<file path="config.mk">
export PLATFORM = sky130hd
export DESIGN_NAME = irq_ctrl
export DESIGN_NICKNAME = d
export VERILOG_FILES = /design/src/rtl/irq_pkg.sv /design/src/rtl/irq_prio_enc.sv /design/src/rtl/irq_ctrl.sv
export SDC_FILE = /design/constraint.sdc
export NUM_CORES = 1
export LEC_CHECK = 0
export BUFFER_PORTS_ARGS = -buffer_cell sky130_fd_sc_hd__buf_2
export CAP_MARGIN = 10
export CORE_MARGIN = 2
export CORE_UTILIZATION = 39
export CTS_BUF_LIST = sky130_fd_sc_hd__clkbuf_2
export DETAILED_ROUTE_END_ITERATION = 8
export PLACE_DENSITY = 0.73
export SLEW_MARGIN = 15
export SYNTH_ARGS = -nofsm -noshare
export SYNTH_HDL_FRONTEND = slang
export SYNTH_SLANG_ARGS = --single-unit
</file>
<file path="constraint.sdc">
create_clock -name clk -period 1.9 [get_ports clk]
set_input_delay 0.38 -clock clk [delete_from_list [all_inputs] [get_ports clk]]
set_output_delay 0.38 -clock clk [all_outputs]
set_load 0.02 [all_outputs]
</file>
<file path="src/rtl/irq_pkg.sv">
// Shared constants for the interrupt controller: register indices and
// the request-sequencing state encoding.
package irq_pkg;

    localparam logic [1:0] REG_ENABLE  = 2'd0;
    localparam logic [1:0] REG_MODE    = 2'd1;
    localparam logic [1:0] REG_PENDING = 2'd2;
    localparam logic [1:0] REG_STATUS  = 2'd3;

    localparam int STATUS_IRQ_BIT = 15;

    typedef enum logic [1:0] {
        ST_IDLE   = 2'd0,
        ST_ASSERT = 2'd1,
        ST_GAP    = 2'd2
    } irq_state_e;

endpackage

</file>
<file path="src/rtl/irq_prio_enc.sv">
// Fixed-priority encoder: the lowest set bit of vec wins.
module irq_prio_enc #(
    parameter int NUM_IRQ = 8,
    parameter int ID_W    = 8
) (
    input  logic [NUM_IRQ-1:0] vec,
    output logic               valid,
    output logic [ID_W-1:0]    idx
);

    always_comb begin
        valid = 1'b0;
        idx   = '0;
        // Scan downward so the lowest set index is the last one written.
        for (int i = NUM_IRQ - 1; i >= 0; i--) begin
            if (vec[i]) begin
                valid = 1'b1;
                idx   = ID_W'(i);
            end
        end
    end

endmodule

</file>
<file path="src/rtl/irq_ctrl.sv">
// Interrupt controller: edge/level capture into PENDING, enable-gated
// fixed-priority arbitration, and a registered irq/irq_id handshake.
module irq_ctrl
    import irq_pkg::*;
#(
    parameter int NUM_IRQ = 8,
    parameter int ID_W    = 8
) (
    input  logic               clk,
    input  logic               rst,
    input  logic [NUM_IRQ-1:0] src,
    input  logic               sel,
    input  logic               wr,
    input  logic [1:0]         addr,
    input  logic [15:0]        wdata,
    output logic [15:0]        rdata,
    output logic               irq,
    output logic [ID_W-1:0]    irq_id,
    input  logic               irq_ack
);

    localparam int SW = (ID_W < 15) ? ID_W : 15;

    logic [NUM_IRQ-1:0] enable_q, mode_q, pending_q, prev_q;
    logic [NUM_IRQ-1:0] pending_d, rise, w1c, ack_clr, id_hot, cand;
    logic               wr_en, ack_take, win_vld, keep;
    logic [ID_W-1:0]    win_id;
    irq_state_e         state_q, state_d;
    logic               irq_q, irq_d;
    logic [ID_W-1:0]    irq_id_q, irq_id_d;
    logic               unused_wdata;

    assign unused_wdata = ^wdata;

    assign wr_en    = sel & wr;
    assign rise     = src & ~prev_q;
    assign w1c      = (wr_en && addr == REG_PENDING) ? wdata[NUM_IRQ-1:0] : '0;
    assign ack_take = (state_q == ST_ASSERT) && irq_ack;

    always_comb begin
        id_hot = '0;
        for (int i = 0; i < NUM_IRQ; i++)
            id_hot[i] = (irq_id_q == ID_W'(i));
    end

    // Ack only retires edge-mode sources; level bits simply track src.
    assign ack_clr = ack_take ? (id_hot & mode_q) : '0;

    // A fresh edge is OR-ed in after the clear so it survives W1C/ack.
    assign pending_d = (mode_q & ((pending_q & ~(w1c | ack_clr)) | rise))
                     | (~mode_q & src);

    assign cand = pending_q & enable_q;

    irq_prio_enc #(
        .NUM_IRQ (NUM_IRQ),
        .ID_W    (ID_W)
    ) u_prio (
        .vec   (cand),
        .valid (win_vld),
        .idx   (win_id)
    );

    always_ff @(posedge clk or negedge rst) begin
        if (!rst) begin
            enable_q  <= '0;
            mode_q    <= '1;
            pending_q <= '0;
            prev_q    <= '0;
        end else begin
            prev_q    <= src;
            pending_q <= pending_d;
            if (wr_en && addr == REG_ENABLE) enable_q <= wdata[NUM_IRQ-1:0];
            if (wr_en && addr == REG_MODE)   mode_q   <= wdata[NUM_IRQ-1:0];
        end
    end

    // The granted source stays granted while it is still pending and enabled.
    assign keep = |(id_hot & cand);

    always_comb begin
        state_d  = state_q;
        irq_d    = irq_q;
        irq_id_d = irq_id_q;
        case (state_q)
            ST_IDLE: begin
                irq_d = 1'b0;
                if (win_vld) begin
                    state_d  = ST_ASSERT;
                    irq_d    = 1'b1;
                    irq_id_d = win_id;
                end
            end
            ST_ASSERT: begin
                if (irq_ack || !keep) begin
                    state_d = ST_GAP;
                    irq_d   = 1'b0;
                end
            end
            ST_GAP: begin
                state_d = ST_IDLE;
                irq_d   = 1'b0;
            end
            default: begin
                state_d = ST_IDLE;
                irq_d   = 1'b0;
            end
        endcase
    end

    always_ff @(posedge clk or negedge rst) begin
        if (!rst) begin
            state_q  <= ST_IDLE;
            irq_q    <= 1'b0;
            irq_id_q <= '0;
        end else begin
            state_q  <= state_d;
            irq_q    <= irq_d;
            irq_id_q <= irq_id_d;
        end
    end

    assign irq    = irq_q;
    assign irq_id = irq_id_q;

    always_comb begin
        rdata = '0;
        case (addr)
            REG_ENABLE:  rdata[NUM_IRQ-1:0] = enable_q;
            REG_MODE:    rdata[NUM_IRQ-1:0] = mode_q;
            REG_PENDING: rdata[NUM_IRQ-1:0] = pending_q;
            default: begin
                rdata[STATUS_IRQ_BIT] = irq_q;
                rdata[SW-1:0]         = irq_id_q[SW-1:0];
            end
        endcase
    end

endmodule

</file>
# == Word level (Yosys, flattened, before mapping) ==
# Cells that the tools add are included.
# word_totals
register_bits,43
input_bits,31
out_inout_bits,25
elab_cells,72
# classes
eq_ne,12
n_mux,26
bitwise,14
reduce_logical,13
# ops
operator,count
bitwise AND 8 bit,7
equality test 8 x 3 -> 1 bit (second input constant),4
2-to-1 mux 3 bit,8
NOT 8 bit,3
OR 8 bit,3
one-hot mux 8 bit (3 select lines),1
equality test 8 x 2 -> 1 bit (second input constant),2
2-to-1 mux 8 bit,2
2-to-1 mux 1 bit,11
equality test 8 x 1 -> 1 bit (second input constant),1
logical NOT 8 bit,1
OR reduction 8 bit,1
equality test 2 x 1 -> 1 bit (second input constant),2
logical AND 1 bit,4
logical NOT 2 bit,2
2-to-1 mux 2 bit,2
inequality test 2 x 1 -> 1 bit (second input constant),2
one-hot mux 2 bit (2 select lines),1
AND reduction 2 bit,2
OR reduction 3 bit,1
equality test 2 bit (second input constant),1
one-hot mux 1 bit (2 select lines),1
bitwise AND 1 bit,1
logical NOT 1 bit,1
logical OR 1 bit,1

# == Longest topological paths before layout ==
# Gate-level depths: netlist (run 1).
# depth
depth_word,11
ltp_mapped,5
depth_no_buf,4

# == Hierarchy ==
# A second synthesis (run 1) with hierarchy kept.
# hier_totals
hier_cells,177
area_unflattened_um2,2208.4
# modules_own_cells
mod,n_inst,cells_each,area_each_um2,seq_area_each_um2
irq_ctrl,1,158,2087.0,1086.0
irq_prio_enc,1,19,121.4,0.0

# == Worst setup path before layout (run 1) ==
# No wires, ideal clock.
# synth_timing
path_type,flip-flop to flip-flop
startpoint,reg irq_id_q[2] (netlist: irq_id[2])
endpoint,reg irq_q (netlist: irq)
setup_ns,0.157
t_arrival_ns,1.600
t_required_ns,1.743
path_slack_ns,0.144
path_stages_with_launch,6
n_path_buf,1
synth_period_minus_slack_ns,1.756
path_cell_list,dfrtp_1 buf_6 and4_4 a311o_1 a222oi_1 o31ai_1
# synth_via
elab_chain_len,6
elab_cells_between_ends,13
classes_between,eq/ne: 8; bitwise: 1; reduce/logical: 4
# synth_rtl
element,line,source
"start, declared",irq_ctrl.sv:30,"logic [ID_W-1:0] irq_id_q, irq_id_d;"
"start signal, assigned",irq_ctrl.sv:119,irq_id_q <= irq_id_d;
equality test 8 x 1 -> 1 bit (tied with other cells),irq_ctrl.sv:43,id_hot[i] = (irq_id_q == ID_W'(i));
bitwise AND 8 bit *,irq_ctrl.sv:79,assign keep = |(id_hot & cand);
OR reduction 8 bit *,irq_ctrl.sv:79,
logical NOT 1 bit *,irq_ctrl.sv:95,if (irq_ack || !keep) begin
logical OR 1 bit *,irq_ctrl.sv:95,
inequality test 2 x 1 -> 1 bit (no line) *,n/a,
"end signal, assigned",irq_ctrl.sv:118,irq_q <= irq_d;
"end, declared",irq_ctrl.sv:29,"logic irq_q, irq_d;"
# Mark *: on every way between the ends. The rest lies on a longest branch, timed or not.
# A chain may end at the register's enable or synchronous reset.

# == Worst setup path after layout (run 1) ==
# layout_timing
startpoint,reg pending_q[0]
endpoint,out rdata[0]
# layout_via
elab_chain_len,1
# layout_rtl
element,line,source
"start, declared",irq_ctrl.sv:24,"logic [NUM_IRQ-1:0] enable_q, mode_q, pending_q, prev_q;"
"start signal, assigned",irq_ctrl.sv:72,pending_q <= pending_d;
one-hot mux 8 bit (3 select lines),irq_ctrl.sv:128,case (addr)
"end, declared",irq_ctrl.sv:16,"output logic [15:0] rdata,"
# No other way between the ends.

==> results of run 1 <==
==> critical path, stage by stage, from the launching register on <==
cell and delay, ps:
dfrtp_2 480, mux4_2 470, buf_6 150
==> path summary, 6_finish.rpt <==
path                                to  slack (ps)    startpoint
max in group asynchronous    mode_q[2]        1520           rst
min reg2reg                 state_q[0]         550    state_q[1]
min                        enable_q[7]           6           rst
max reg2reg                        irq          70     irq_id[2]
max                           rdata[0]          40  pending_q[0]
min in group clk             prev_q[5]         100        src[5]
==> registers in the layout, summed over array words and instances, names as in the netlist <==
name and cells:
pending_q 8, prev_q 8, state_q 2, enable_q 8, mode_q 8, irq_id 3
irq 1
==> cells in the mapped netlist, drive strengths merged, types with 3 or more instances <==
master  instances
and3            3
a22o            6
dfrtp          30
a221oi          6
o21ai           9
nor2            4
mux2           16
nand2          30
mux2i           5
inv             3
buf            15
dfstp           8
mux4            3
nand3           4
a21oi           3
a21o            6
==> layout make-up <==
type                    count  area share
flip-flops and latches     38       0.412
clock inverters             1     0.00160
repair buffers             55       0.147
multi-input cells         128       0.384
clock buffers               7      0.0149
well taps                  67      0.0358
inverters                   3     0.00480
==> metrics by stage <==
step	worst slack, ps	utilization	setup TNS [ps]	power, W	hold WS (ps)
2_1_floorplan	144	-	0	0.00192	84.4
3_3_place_gp	152	0.468	0	0.00223	451
3_5_place_dp	146	0.468	0	0.00225	457
4_1_cts	0.296	0.483	0	0.00267	4.50
5_1_grt	-29.3	0.490	-61.1	0.00291	0.958
6_report	39.7	0.490	0	0.00272	5.63
==> power groups by stage <==
stage	Sequential (W)	Combinational (W)	Clock, W
finish	0.00121	0.00115	0.000352
global route	0.00124	0.00127	0.000403
floorplan	0.00123	0.000681	0
detailed placement	0.00125	0.00100	0
global placement	0.00124	0.000988	0
CTS	0.00121	0.00109	0.000372
==> cell families after synthesis <==
logic type | share of synthesized area
flip-flops | 0.491
AND/OR/NAND/NOR | 0.120
AO/OA/AOI/OAI | 0.165
buffers and inverters | 0.0678
multiplexers | 0.154
other | 0.00192
==> repair_timing <==
item	CTS	global route
endpoints found under the setup margin	3	3
pin swaps	0	0
setup buffers	4	2
hold buffers	0	0
gates resized for setup	2	9
==> per-layer routing <==
metal,wire length [um],GRT usage,share of wire
met5,0,0,0
met4,37,0.0536,0.0081
met3,304,0.0442,0.066
met1,2050,0.250,0.45
met2,2180,0.273,0.48
==> out/qor.yml, run 1 <==
status:
  status: "finished, final reports clean"
floorplanning:
  die_h_um: 74.8
  core_area_um2: 4790
  io_pins: 56
  initial_core_util: 0.409
  die-area_um2: 5600
  num_rows: 25
  die-width_um: 74.8
synth:
  synth_warnings: 0
  postSynth.asyncResetShare: 1.00
  synthFlopType: "dfrtp_1"
  synthCells: 174
  synth_area_leader_cell: "dfrtp_1"
  synth_seq_cells: 38
  ys_seq_area_frac: 0.491
  yosysUniqueCellTypes: 37
  synth_edf_count: 0
  synth.area.top_cells: "dfrtp_1 38%, dfstp_2 11%, mux2_2 9.2%"
  netlist_area_um2: 1960
  netlist.area_leader.share: 0.384
  syn_avg_cell_area_um2: 11.2
timing:
  period_share: 0.979
  hold_violations: 0
  setup_viol: 0
  fin_skew_ps: 20.9
  fmax_mhz: 538
  rsz0062_at_grt: "yes"
  slew_violations: 0
  fin_crit_ps: 1860
power:
  switchingPower_w: 0.00104
  swShare: 0.382
  p_seq_frac: 0.446
  vdd_drop_max_v: 0.000526
  pwr-share-clk: 0.130
  leakage_nw: 1.11
  p_int_w: 0.00168
  combPwrFrac: 0.424
  powerDensity_nw_per_um2: 1160
place:
  portBuffers: 35
  dp.cells: 285
  hpwl_mm: 3.22
  place_congestion: 0.832
  placed_cell_area_um2: 2240
layout:
  fill_cells: 454
  drive_gt1_frac: 0.422
  multi_input_area_um2: 901
  mostFrequentLayoutCells: "32 x buf_2, 30 x nand2_1, 26 x dfrtp_1"
  postLayoutCellArea_um2: 2340
  area_growth_pct: 19.8
  final_common_cell: "buf_2"
  final_cells: 299
  regArea_um2: 966
  nNetsFinal: 262
  antennaDiodeCount: 0
setup_path:
  ff2ff_path_depth: 6
  worstSetupPathType: "reg -> out"
  path_max_fanout: 5
  critPathArrivalTime_ps: 1480
  crit_path_start_kind: "flip-flop"
  critical_path.endpoint_type: "primary output"
  required_ps: 1520
min_path:
  hold_class: "in -> async"
global_route:
  grt_pass1_vias: 1458
  grt_pass1_wl_mm: 7.31
  grt_max_degree: 39
  overflow: 0
  antenna_found_initial: 0
  grt_usage: 0.178
flow_run:
  max_cap_viol_count: 0
routing:
  drt_iter0_markers: 141
  antenna_left: 0
  routedWlPerCell_um: 15.3
  via_per_inst: 5.21
  vias: 1558
  drtPass1Iterations: 5
  drt-total-wl_mm: 4.57
  drc: 0
clock_tree:
  cts_max_path_buffers: 2
  cts_max_level: 2
  clk_latency_ps: 380
  cts_buffers: 5
  path_clk_slew_ps: 190
  cts.sinks: 38
  clock-root-buffer: "clkbuf_2"
  cts_tree: "yes"
Note: power is estimated with default switching activity, not from simulation.
==> run 2: changes to the inputs <==
--- a/config.mk
+++ b/config.mk
@@ -9,7 +9,8 @@
 export CAP_MARGIN = 10
 export CORE_MARGIN = 2
 export CORE_UTILIZATION = 39
-export CTS_BUF_LIST = sky130_fd_sc_hd__clkbuf_2
+export CTS_BUF_LIST = sky130_fd_sc_hd__clkbuf_4 sky130_fd_sc_hd__clkbuf_8
+export CTS_CLUSTER_SIZE = 40
 export DETAILED_ROUTE_END_ITERATION = 8
 export PLACE_DENSITY = 0.73
 export SLEW_MARGIN = 15
==> run 2 against run 1 <==
Compared with the run above: power grew 4.9%; critical path depth is the same; first-iteration DRC count shrank 23%; largest cell class unchanged; largest power group unchanged.
==> out/qor.yml, run 2 (synthesized netlist as in run 1, its figures left out) <==
global_route:
  grt_pass1_vias: 1423
  antenna_found_initial: 0
  grt_max_degree: 39
  grt_usage: 0.178
  overflow: 0
  grt_pass1_wl_mm: 7.21
clock_tree:
  cts_max_level: 2
  cts.hold.buffers_added: 0
  path_clk_slew_ps: 70
  cts_tree: "yes"
  cts_max_path_buffers: 2
  clk_latency_ps: 290
  clock-root-buffer: "clkbuf_8"
  cts_setup_buffers: 0
  cts.sinks: 38
  cts_buffers: 5
  cts_resized: 0
floorplanning:
  die-width_um: 74.8
  core_area_um2: 4790
  num_rows: 25
  die_h_um: 74.8
  initial_core_util: 0.409
  die-area_um2: 5600
  io_pins: 56
power:
  p_seq_frac: 0.434
  swShare: 0.362
  combPwrFrac: 0.354
  p_int_w: 0.00182
  switchingPower_w: 0.00103
  powerDensity_nw_per_um2: 1220
  leakage_nw: 1.10
  pwr-share-clk: 0.213
  vdd_drop_max_v: 0.000594
timing:
  slew_violations: 0
  fin_skew_ps: 7.78
  tns_ps: 0
  period_share: 0.965
  fmax_mhz: 545
  hold_violations: 0
  rsz0062_at_grt: "no"
  fin_crit_ps: 1830
  setup_viol: 0
place:
  hpwl_mm: 3.22
  placed_cell_area_um2: 2240
  place_congestion: 0.832
  portBuffers: 35
routing:
  drt_iter0_markers: 109
  vias: 1508
  via_per_inst: 5.15
  route.met2.wl_mm: 2.05
  drtPass1Iterations: 4
  routed.top_layer: "met4"
  m1WireLength_mm: 2.08
  routedWlPerCell_um: 15.2
  drc: 0
  dr_wl_met3_um: 263
  drt-total-wl_mm: 4.46
  antenna_left: 0
setup_path:
  critPathArrivalTime_ps: 1450
  cp_num_buf_inv: 1
  worstSetupPathType: "reg -> out"
  path_cells: "mux4_2 -> buf_2"
  critical_path.endpoint_type: "primary output"
  critPathMaxStageDelay_ps: 500
  path_delay_family: "multiplexers"
  required_ps: 1520
  crit_slowest_cell: "mux4_2"
  path_max_fanout: 10
  crit_path_start_kind: "flip-flop"
layout:
  mostFrequentLayoutCells: "35 x buf_2, 30 x nand2_1, 30 x dfrtp_1"
  postLayoutCellArea_um2: 2340
  area_growth_pct: 19.5
  nNetsFinal: 256
  antennaDiodeCount: 0
  final_common_cell: "buf_2"
  drive_gt1_frac: 0.389
status:
  status: "finished, final reports clean"
min_path:
  hold_class: "in -> async"
flow_run:
  max_cap_viol_count: 0
[run 2: final timing paths]
| check | startpoint | to | slack (ps) | cells after the start |
|---|---|---|---|---|
| max | irq_id[1] | rdata[1] | 70 | 2 |
| min | rst | pending_q[4] | 130 | 2 |
| max reg2reg | irq_id[2] | irq | 180 | 5 |
| min reg2reg | state_q[1] | state_q[0] | 530 | 1 |
| max in group asynchronous | rst | mode_q[5] | 1410 | 2 |
| min in group clk | src[5] | prev_q[5] | 210 | 1 |
[run 2: final cells by class]
cell class	instances	area [um2]
Fill cell	463	2450
Tap cell	67	83.8
Sequential cell	38	961
Multi-Input combinational cell	128	905
Timing Repair Buffer	49	280
Clock buffer	8	97.6
Inverter	3	11.3
[run 2: per-stage QoR]
stage               utilization  hold WS, ps  worst slack, ps  total power, W  cells
floorplan                     -         84.4              144         0.00192    185
global placement          0.468          451              152         0.00223    285
detailed placement        0.468          457              146         0.00225    285
CTS                       0.489          137             50.1         0.00286    293
global route              0.489          153             26.4         0.00304    293
finish                    0.489          126             66.8         0.00285    293
[run 2: worst register-to-register path: cells and delay by family (launching register included)]
family,cells,cell delay [ps]
AO/OA/AOI/OAI,3,800
buffers and inverters,1,190
flip-flops,1,420
AND/OR/NAND/NOR,1,210
[run 2: power by group through the flow]
stage	clock, W	combinational [W]	sequential, W
global route	0.000653	0.00112	0.00127
global placement	0	0.000988	0.00124
CTS	0.000619	0.00101	0.00124
finish	0.000606	0.00101	0.00124
detailed placement	0	0.00100	0.00125
floorplan	0	0.000681	0.00123
[run 2: per-layer routing]
layer | vias to the layer above | GRT usage
li1 | 724 | -
met1 | 723 | 0.246
met2 | 54 | 0.269
met3 | 7 | 0.0442
met4 | 0 | 0.0714
met5 | - | 0
==> run 3: changes to the inputs <==
--- a/config.mk
+++ b/config.mk
@@ -13,7 +13,7 @@
 export CTS_CLUSTER_SIZE = 40
 export DETAILED_ROUTE_END_ITERATION = 8
 export PLACE_DENSITY = 0.73
-export SLEW_MARGIN = 15
+export SLEW_MARGIN = 20
 export SYNTH_ARGS = -nofsm -noshare
 export SYNTH_HDL_FRONTEND = slang
 export SYNTH_SLANG_ARGS = --single-unit
==> constraint.sdc (replaced) <==
create_clock -name clk -period 1.9 [get_ports clk]
set_input_delay 0.19 -clock clk [delete_from_list [all_inputs] [get_ports clk]]
set_output_delay 0.19 -clock clk [all_outputs]
set_load 0.02 [all_outputs]
==> run 3 against run 2 <==
Compared with the run above: setup slack improved by 19 ps; clock skew about the same; register-to-register slack worse by 90 ps; critical endpoint is now irq; sequential share of layout area is 0.67 points higher; routed wire length shrank 0.96%; flip-flop and latch count did not move; critical path type is now reg -> reg; fmax rose by 1.0%; combinational power about the same; first-iteration DRC count up 16%; global-route usage down 0.29 points; clock power decreased by 4.3%; power shrank 1.6%.
==> out/qor.yml, run 3 (synthesized netlist as in run 1, its figures left out) <==
place:
  portBuffers: 35
  dp.cells: 279
  place_congestion: 0.897
  dp_slack_ps: 163
  placed_cell_area_um2: 2200
  hpwl_mm: 3.33
timing:
  rsz0062_at_grt: "no"
  setup_viol: 0
  hold_violations: 0
  worst_pin_slew_ps: 595
  period_share: 0.955
  setup_ws_ps: 85.4
  slew_violations: 0
  fin_skew_ps: 7.93
  tns_ps: 0
  fin_crit_ps: 1810
  slew_headroom: 0.603
  fmax_mhz: 551
setup_path:
  r2r-start: "irq_id[2]"
  critPathArrivalTime_ps: 1980
  ff2ff_path_depth: 4
  required_ps: 2060
  critical_path.endpoint_type: "flip-flop"
  worstSetupPathType: "reg -> reg"
  r2r_end: "irq"
  r2r_slack_ps: 90
  crit_path_start_kind: "flip-flop"
  path_max_fanout: 4
routing:
  antenna_left: 0
  drtPass1Iterations: 4
  drc: 0
  drt-total-wl_mm: 4.42
  vias: 1523
  via_per_inst: 5.29
  drt_iter0_markers: 126
  routedWlPerCell_um: 15.3
layout:
  drive_gt1_frac: 0.371
  antennaDiodeCount: 0
  fill_cells: 458
  area_growth_pct: 17.6
  final_core_util: 0.481
  postLayoutCellArea_um2: 2300
  mostFrequentLayoutCells: "35 x buf_2, 30 x nand2_1, 30 x dfrtp_1"
  final_common_cell: "buf_2"
  nNetsFinal: 251
  final_cells: 288
min_path:
  hp-start: "src[7]"
  hold_class: "in -> reg"
  hold_depth: 1
  whs_endpoint: "prev_q[7]"
clock_tree:
  clk_latency_ps: 290
  path_clk_slew_ps: 70
  cts_tree: "yes"
  clock-root-buffer: "clkbuf_8"
  cts_max_level: 2
  cts_buffers: 5
  cts_max_path_buffers: 2
  cts.sinks: 38
global_route:
  antenna_found_initial: 0
  grt_usage: 0.175
  grt_pass1_vias: 1441
  overflow: 0
  grt_max_degree: 21
  grt_pass1_wl_mm: 7.11
floorplanning:
  core_area_um2: 4790
  die-width_um: 74.8
  initial_core_util: 0.409
  die-area_um2: 5600
  io_pins: 56
  die_h_um: 74.8
  num_rows: 25
power:
  leakage_nw: 1.08
  vdd_drop_max_v: 0.000480
  powerDensity_nw_per_um2: 1220
status:
  status: "finished, final reports clean"
flow_run:
  max_cap_viol_count: 0
==> run 3: cell type report <==
cell class | count | area [um2] | area share
Timing Repair Buffer | 44 | 245 | 0.107
Clock buffer | 7 | 90.1 | 0.0392
Multi-Input combinational cell | 128 | 905 | 0.393
Inverter | 3 | 11.3 | 0.00489
Tap cell | 67 | 83.8 | 0.0364
Sequential cell | 38 | 961 | 0.418
Clock inverter | 1 | 5.00 | 0.00218
==> run 3: worst max path at each step <==
stage,startpoint,to,cells past startpoint
finish,irq_id[2],irq,4
global route,irq_id[2],irq,4
floorplan,irq_id[2],irq,5
CTS,irq_id[2],irq,4
detailed placement,irq_id[2],irq,4
global placement,irq_id[2],irq,4
==> run 3: routing by layer <==
metal  up-vias  GRT usage  share of wire
li1        718          -              -
met1       731      0.240           0.44
met2        68      0.271           0.47
met3         6     0.0442          0.071
met4         0     0.0595          0.014
met5         -          0              0
==> run 3: power breakdown <==
part	internal (W)	switching, W	total, W
Clock	0.000307	0.000274	0.000580
Sequential	0.00102	0.000218	0.00124
Combinational	0.000445	0.000538	0.000983
==> run 3: per-stage QoR <==
step,total power (W),hold WS (ps)
after floorplan,0.00192,-106
after global placement,0.00219,155
after detailed placement,0.00223,153
after CTS,0.00282,5.75
after global routing,0.00298,1.90
final,0.00280,15.4
==> run 3: worst max-delay path, cell delays in order, from the launching register on <==
cell and delay, ps:
dfrtp_1 410, and4_4 210, a311o_1 340, a222oi_1 580, o31ai_1 140
==> run 3: timing repair <==
item | CTS | global route
hold buffers | 1 | 0
gates resized for setup | 0 | 0
setup buffers | 0 | 0
endpoints found under the hold margin | 12 | 0
